--- src/rtl/instr_fetch_pkg.sv ---
// Shared fetch-stage definitions: FSM state encoding and word-alignment constants.
// The optional per-entry bus-error bit is enabled by FETCH_ERR_EN in instr_fetch.
package instr_fetch_pkg;

  typedef enum logic [1:0] {
    ST_IDLE  = 2'd0,
    ST_REQ   = 2'd1,
    ST_WAIT  = 2'd2,
    ST_DRAIN = 2'd3
  } fetch_state_e;

  // Low address bits cleared to form a word-aligned fetch address.
  localparam int unsigned WORD_OFS_BITS = 2;

endpackage

--- src/rtl/fetch_fifo.sv ---
// Circular DEPTH-entry FIFO; head is read straight from storage, so a push is visible next cycle.
// No internal backpressure: caller guarantees space before pushing; flush empties it in one cycle.
module fetch_fifo #(
  parameter int DEPTH = 2,
  parameter int W     = 8
) (
  input  logic                   clk_i,
  input  logic                   rst_ni,
  input  logic                   push_i,
  input  logic [W-1:0]           push_dat_i,
  input  logic                   pop_i,
  input  logic                   flush_i,
  output logic                   head_vld_o,
  output logic [W-1:0]           head_dat_o,
  output logic [$clog2(DEPTH):0] count_o
);

  localparam int PW = $clog2(DEPTH);
  localparam logic [PW:0] FULL_CNT = (PW+1)'(DEPTH);

  logic [W-1:0]  mem_q [DEPTH];
  logic [PW-1:0] rd_ptr_q;
  logic [PW-1:0] wr_ptr_q;
  logic [PW:0]   count_q;
  logic          do_pop;

  // Popping an empty FIFO is a no-op.
  assign do_pop     = pop_i && (count_q != '0);
  assign head_vld_o = (count_q != '0);
  assign head_dat_o = mem_q[rd_ptr_q];
  assign count_o    = count_q;

  always_ff @(posedge clk_i or negedge rst_ni) begin
    if (!rst_ni) begin
      rd_ptr_q <= '0;
      wr_ptr_q <= '0;
      count_q  <= '0;
      for (int i = 0; i < DEPTH; i++) mem_q[i] <= '0;
    end else if (flush_i) begin
      rd_ptr_q <= '0;
      wr_ptr_q <= '0;
      count_q  <= '0;
    end else begin
      if (push_i) begin
        mem_q[wr_ptr_q] <= push_dat_i;
        wr_ptr_q        <= wr_ptr_q + 1'b1;
      end
      if (do_pop) rd_ptr_q <= rd_ptr_q + 1'b1;
      if (push_i && !do_pop)      count_q <= count_q + 1'b1;
      else if (!push_i && do_pop) count_q <= count_q - 1'b1;
    end
  end

  always_ff @(posedge clk_i) begin
    if (rst_ni && push_i && !flush_i)
      assert (count_q != FULL_CNT) else $error("fetch_fifo: push while full");
  end

endmodule

--- src/rtl/instr_fetch.sv ---
// Fetch stage: one outstanding imem request, returned words tagged with PC into a prefetch FIFO.
// Word reaches decode the cycle after rvalid; requests stall when no FIFO slot is free. FETCH_ERR_EN adds err.
module instr_fetch
  import instr_fetch_pkg::*;
#(
  parameter int DEPTH = 2,
  parameter int AW    = 32,
  parameter int DW    = 32
) (
  input  logic          i_clk,
  input  logic          i_resetn,
  input  logic [AW-1:0] i_pc,
  output logic          o_pc_we,
  input  logic          i_flush,
  output logic          o_imem_req,
  output logic [AW-1:0] o_imem_addr,
  input  logic          i_imem_gnt,
  input  logic          i_imem_rvalid,
  input  logic [DW-1:0] i_imem_rdata,
`ifdef FETCH_ERR_EN
  input  logic          i_imem_err,
  output logic          o_instr_err,
`endif
  output logic          o_instr_valid,
  input  logic          i_instr_ready,
  output logic [DW-1:0] o_instr,
  output logic [AW-1:0] o_instr_pc
);

  localparam int CW = $clog2(DEPTH) + 1;
  localparam logic [CW-1:0] DEPTH_C   = CW'(DEPTH);
  localparam logic [CW-1:0] DEPTH_M1  = CW'(DEPTH - 1);
  localparam logic [AW-1:0] ALIGN_MSK = {AW{1'b1}} << WORD_OFS_BITS;

  typedef struct packed {
    logic [AW-1:0] pc;
    logic [DW-1:0] instr;
`ifdef FETCH_ERR_EN
    logic          err;
`endif
  } fetch_entry_t;

  fetch_state_e  state_q, state_d;
  logic [AW-1:0] addr_q, addr_d;
  fetch_entry_t  push_ent, head_ent;
  logic [CW-1:0] fifo_cnt;
  logic          fifo_push, fifo_pop, head_vld, space_after_push;

  assign o_imem_addr = addr_q & ALIGN_MSK;
  assign fifo_pop    = head_vld && i_instr_ready;
  // The outstanding slot is reserved, so a pop or one spare entry leaves room for the next request.
  assign space_after_push = fifo_pop || (fifo_cnt < DEPTH_M1);

  always_comb begin
    push_ent       = '0;
    push_ent.pc    = o_imem_addr;
    push_ent.instr = i_imem_rdata;
`ifdef FETCH_ERR_EN
    push_ent.err   = i_imem_err;
`endif
  end

  always_comb begin
    state_d    = state_q;
    addr_d     = addr_q;
    fifo_push  = 1'b0;
    o_pc_we    = 1'b0;
    o_imem_req = 1'b0;
    case (state_q)
      ST_IDLE: begin
        if (!i_flush && (fifo_cnt < DEPTH_C)) begin
          addr_d  = i_pc;
          state_d = ST_REQ;
        end
      end
      ST_REQ: begin
        o_imem_req = 1'b1;
        if (i_imem_gnt) begin
          o_pc_we = !i_flush;
          state_d = i_flush ? ST_DRAIN : ST_WAIT;
        end else if (i_flush) begin
          state_d = ST_IDLE;
        end
      end
      ST_WAIT: begin
        if (i_imem_rvalid) begin
          if (i_flush) begin
            state_d = ST_IDLE;
          end else begin
            fifo_push = 1'b1;
            if (space_after_push) begin
              addr_d  = i_pc;
              state_d = ST_REQ;
            end else begin
              state_d = ST_IDLE;
            end
          end
        end else if (i_flush) begin
          state_d = ST_DRAIN;
        end
      end
      ST_DRAIN: begin
        if (i_imem_rvalid) state_d = ST_IDLE;
      end
      default: state_d = ST_IDLE;
    endcase
  end

  always_ff @(posedge i_clk or negedge i_resetn) begin
    if (!i_resetn) begin
      state_q <= ST_IDLE;
      addr_q  <= '0;
    end else begin
      state_q <= state_d;
      addr_q  <= addr_d;
    end
  end

  fetch_fifo #(
    .DEPTH (DEPTH),
    .W     ($bits(fetch_entry_t))
  ) u_fifo (
    .clk_i      (i_clk),
    .rst_ni     (i_resetn),
    .push_i     (fifo_push),
    .push_dat_i (push_ent),
    .pop_i      (fifo_pop),
    .flush_i    (i_flush),
    .head_vld_o (head_vld),
    .head_dat_o (head_ent),
    .count_o    (fifo_cnt)
  );

  assign o_instr_valid = head_vld;
  assign o_instr       = head_ent.instr;
  assign o_instr_pc    = head_ent.pc;
`ifdef FETCH_ERR_EN
  assign o_instr_err   = head_ent.err;
`endif

endmodule

--- config.mk ---
export PLATFORM = sky130hd
export DESIGN_NAME = instr_fetch
export DESIGN_NICKNAME = d
export VERILOG_FILES = /design/src/rtl/instr_fetch_pkg.sv /design/src/rtl/fetch_fifo.sv /design/src/rtl/instr_fetch.sv
export SDC_FILE = /design/constraint.sdc
export NUM_CORES = 1
export LEC_CHECK = 0
export ABC_AREA = 1
export CAP_MARGIN = 5
export CORE_MARGIN = 2
export CORE_UTILIZATION = 30
export DETAILED_ROUTE_END_ITERATION = 8
export GPL_TIMING_DRIVEN = 0
export MAX_ROUTING_LAYER = met4
export PLACE_DENSITY = 0.6
export SLEW_MARGIN = 25
export SYNTH_ARGS = -nofsm -noshare
export SYNTH_HDL_FRONTEND = slang
export SYNTH_SLANG_ARGS = --single-unit
--- constraint.sdc ---
create_clock -name i_clk -period 3.5 [get_ports i_clk]
set_input_delay 0.35 -clock i_clk [delete_from_list [all_inputs] [get_ports i_clk]]
set_output_delay 0.35 -clock i_clk [all_outputs]
set_load 0.05 [all_outputs]
### Word-level counts from Yosys, hierarchy flattened

Cells that the tools add are included.

* bits in registers: 166
* bits of input ports: 70
* output and inout bits: 99
* word-level logic and storage cells: 82

* $add $sub $neg: 4
* magnitude comparators: 5
* equal/unequal tests: 10
* multiplexer cells: 34
* bitwise gates (word level): 3
* reduce and logical (&&, ||, !) cells: 19

Operator list (count)
* 64-bit two-way mux: 4
* 128-bit bitwise mux: 1
* 32-bit two-way mux: 4
* 64-bit demux with 1-bit select: 1
* 32-bit case mux with 2 select lines: 1
* 2-bit two-way mux: 9
* 1-bit two-way mux: 13
* 2-bit inequality test, second input constant: 5
* 2-bit case mux with 4 select lines: 1
* 2-bit nonzero test: 4
* 1-bit logical AND: 6
* 3-bit inequality test, second input constant: 2
* 5-bit AND reduction: 1
* 2-bit == test, second input constant: 2
* 2-bit greater-or-equal comparator, second input constant: 2
* 2-bit by 1-bit less-than comparator with 1-bit output, second input constant: 2
* 1-bit inverter with 2-bit output: 2
* 4-bit AND reduction: 1
* 1-bit logical NOT: 3
* 3-bit nonzero test: 1
* 1-bit adder, second input constant: 2
* 2-bit by 1-bit adder with 2-bit output, second input constant: 1
* 2-bit by 1-bit == test with 1-bit output, second input constant: 1
* 2-bit logical NOT: 1
* 5 further kinds: 5

### Depth between registers and ports, before layout

* depth after elaboration: 8
* depth in mapped cells: 9
* mapped depth without buffers: 9

### By module

A second synthesis with hierarchy kept.

* cell total of the unflattened synthesis: 888
* area total of the unflattened synthesis: 7114.3 um^2

By module, submodules not included
* fetch_fifo: instances 1, cells an instance 714, area each 5694.2 um^2, seq. area each 3303.2 um^2
* instr_fetch: instances 1, cells an instance 174, area each 1420.1 um^2, seq. area each 800.8 um^2

### Worst setup path before layout

Ideal clock, no wire load.

* path type: register to output
* from: reg state_q[0]
* to: out o_pc_we
* data arrival time: 2.012 ns
* required time: 3.150 ns
* path slack: 1.138 ns
* stages on the path, launching flop included: 5
* buffers on the path: 0
* cells stage by stage: dfrtp_1 inv_1 nor2_1 nand2_1 nor2_1

* cells in the longest elaborated chain, start to end: 2

Ends and longest elaborated chain
* start: declaration: line instr_fetch.sv:43 `fetch_state_e state_q, state_d;`
* start signal: assignment: line instr_fetch.sv:114 `state_q <= state_d;`
* 2-bit by 1-bit == test with 1-bit output: line instr_fetch.sv:69 `case (state_q)`
* 1-bit two-way mux: line instr_fetch.sv:69
* end: declaration: line instr_fetch.sv:13 `output logic o_pc_we,`

No other way between the ends.

### Final worst setup path

* from: reg u_fifo.rd_ptr_q
* to: out o_instr_pc[2]

* cells in the longest elaborated chain, start to end: 4

Ends and longest elaborated chain
* start: declaration: line fetch_fifo.sv:22 `logic [PW-1:0] rd_ptr_q;`
* start signal: assignment: line fetch_fifo.sv:48 `if (do_pop) rd_ptr_q <= rd_ptr_q + 1'b1;`
* 1-bit inverter with 2-bit output (implied by the code): line fetch_fifo.sv:30 `assign head_dat_o = mem_q[rd_ptr_q];`
* 64-bit two-way mux (implied by the code) (3 in series): line fetch_fifo.sv:30
* end: declaration: line instr_fetch.sv:27 `output logic [AW-1:0] o_instr_pc`

No other way between the ends. The select of a mux whose other input is x is not followed.

==> metrics <==
status complete, no violations; Total GRT Usage ~18%; switching pwr around 4.7 mW; Final #Nets 1113; clock skew between 0.01 and 0.015 ns; actual slew at the worst max-slew pin 0.785 ns; chip width ~160 µm; pre-CTS setup slack between 0.5 and 0.6 ns; I/O Buffers 161; Root Driver clkbuf_16; Cell variety after synth 23; Max Slew Vio Count 0; CP required roughly 3.2 ns; met2 routed WL 9800 µm; CP endpoint kind output pin; Rel. slew slack ~48%; maximum number of pins on one net before global-route repair 88; PnR worst setup slack 0.112 ns; Clock Sink Count 160; Post-Syn Area per Cell around 8.2 µm²; Fin. Hold Viols 0; grt ovf 0; synthesized area around 7000 µm²; worst path bufs/invs 4; initial antenna violation count 0; clock group share of total power approximately 18%; Pre-Repair DR Iteration Count 4; latest clock arrival within the worst-skew pair between 0.4 and 0.5 ns; routed length on met3 ~1100 µm; die area ~25000 µm²; Synth async-reset ratio 100%; Longest Clk Path Bufs 2; CP peak stage delay between 0.8 and 0.9 ns; power share of the sequential group a little under a third; critical path's slowest cell clkdlybuf4s50_1; internal power roughly 5.2 mW; Synth Instances about 860; GPL Wtd Cong around 0.8; RSZ-0062 raised after global routing false; worst setup path startpoint u_fifo.rd_ptr_q; # rows between 50 and 60; CP Launch Type register; via/cell ratio around 4.5; worst min path class in2reg; ys flop type dfrtp_1; min Tclk post-route around 3.4 ns; clk slew on worst S/H paths about 0.060 ns; M1 wire length 10000 µm; critical path peak fanout 10; die extent in y between 150 and 200 µm; dpl hpwl around 15000 µm; FMAX ~300 MHz; period utilization 96.8%; Synth area leaders dfrtp_1, nand2_1, o21ai_0, inv_1, o21ai_1; EDFF count, synth 0; number of global-route vias before repair 6023; number of synthesized register bits 160; wire per inst 15.5 µm; Starting Density between 30% and 40%; total CTS buffers 17; YS warnings 0; WP data arrival 3.04 ns; diode count 0; sequential share of the synthesized area approximately 57%; crit-path cells clkbuf_1 > inv_2 > clkbuf_1 > nand2_1 > nand2_1 > clkdlybuf4s50_1; Logic pwr share between 50% and 60%; DR vias 6110; Antenna Violating Nets Remaining 0; clock tree from TritonCTS done; share of cells above drive strength 1 about 7.7%; Leak ~4.8 nW; Core Footprint 22800 µm²; Hold Startpoint i_flush; area of the multi-input gates 2450 µm²; PD cells ~1000 nW/µm²; highest metal used met4; final wirelength roughly 21000 µm; Reg area around 4000 µm²; Top Ports roughly 170; critical path's top delay family buffers and inverters; Yosys top cell area share ~57%; commonest cells after routing, fill and taps aside nand2_1, dfrtp_1, clkdlybuf4s50_1; Max IR drop VDD 0.544 mV; max cap viols 0; sw frac between 40% and 50%; Max H-tree Level 4; Setup violations, final 0; DRC 0; Setup TNS 0 ns; r2r startpoint state_q[1]; most common cell after layout, fill and taps aside nand2_1; fillers roughly 2400; DR iter-0 viols 360; Area Growth Syn to Fin 37.3%; first-pass GRT wire length 33400 µm; WS Path Type reg2out; largest area contributor in the netlist dfrtp_1
-- power groups by stage --
stage                     clock network (mW)  logic (mW)  registers (mW)
after floorplan                            0        2.81            3.57
after global placement                     0        5.07            3.07
after detailed placement                   0        5.11            3.08
after CTS                               1.81        5.13            3.05
after global routing                    1.89        5.50            3.16
final                                   1.78        5.07            3.06
-- final timing paths --
kind	to	slack, ns	cells past startpoint
min in group asynchronous	u_fifo.mem_q[7]	0.49	2
min reg2reg	u_fifo.mem_q[2]	0.48	2
min	u_fifo.count_o[0]	0.35	4
max reg2reg	u_fifo.mem_q[37]	1.48	9
max in group asynchronous	u_fifo.mem_q[54]	2.18	3
max	o_instr_pc[2]	0.11	6
-- flip-flops by register name, summed over array words and instances (netlist names) --
register and count:
state_q 2, u_fifo.mem_q 124, addr_q 30, u_fifo.rd_ptr_q 1, u_fifo.wr_ptr_q 1, u_fifo.count_o 2
-- Yosys cell counts, types with 2 or more instances --
cell type  number
nand2_1       378
dfrtp_1       160
o21ai_0        77
inv_1          70
o21ai_1        42
nand3_1        39
clkbuf_1       31
nand2_2        11
o21ai_2        11
buf_2           9
buf_6           7
nor2_1          6
buf_4           4
inv_2           2
nor2_2          2
-- layer usage --
| metal | vias to the layer above | track usage (%) |
|---|---|---|
| met2 | 155 | 28.3 |
| met3 | 20 | 4.02 |
| li1 | 3026 | - |
| met1 | 2909 | 24.8 |
| met5 | - | - |
| met4 | 0 | 4.76 |
-- worst min-delay path, stage by stage --
cell and delay [ns]:
buf_2 0.18, a21oi_1 0.09, nand2_1 0.07, nand2_1 0.05
-- what timing repair did --
item,4_1_cts,5_1_grt
setup endpoints to repair,0,8
hold buffers,1,0
buffers inserted,0,0
hold endpoints to repair,73,0
gates resized for setup,0,6
-- metrics by stage --
stage / area, µm² / utilization, % / hold slack [ns] / power, mW / instances
2_1_floorplan: 7020 / - / 0.0544 / 6.37 / 860
3_3_place_gp: 9030 / 39.6 / 0.465 / 8.14 / 1334
3_5_place_dp: 9060 / 39.8 / 0.364 / 8.19 / 1335
4_1_cts: 9630 / 42.3 / 0.329 / 9.99 / 1366
5_1_grt: 9630 / 42.3 / 0.377 / 10.5 / 1366
6_report: 9630 / 42.3 / 0.348 / 9.91 / 1366
-- kinds of logic (layout without fill, tap and decap cells) --
| group | count (synthesis) | count (layout) | synth area share (%) |
|---|---|---|---|
| AOI/OAI and AO/OA | 132 | 132 | 10.0 |
| adders and majority gates | 1 | 1 | 0.178 |
| DFF | 160 | 160 | 57.1 |
| and+or+nand+nor | 437 | 437 | 24.6 |
| other | 1 | 4 | 0.0535 |
| buffers and inverters | 126 | 319 | 8.05 |
-- layout make-up --
| class | instances | area share (%) |
|---|---|---|
| Tap cell | 313 | 4.07 |
| Timing Repair Buffer | 163 | 17.2 |
| Sequential cell | 160 | 41.6 |
| Clock buffer | 22 | 4.92 |
| Buffer | 54 | 3.09 |
| Inverter | 72 | 2.81 |
| Multi-Input combinational cell | 574 | 25.5 |
| Clock inverter | 8 | 0.858 |
Note: power is estimated with default switching activity, not from simulation.
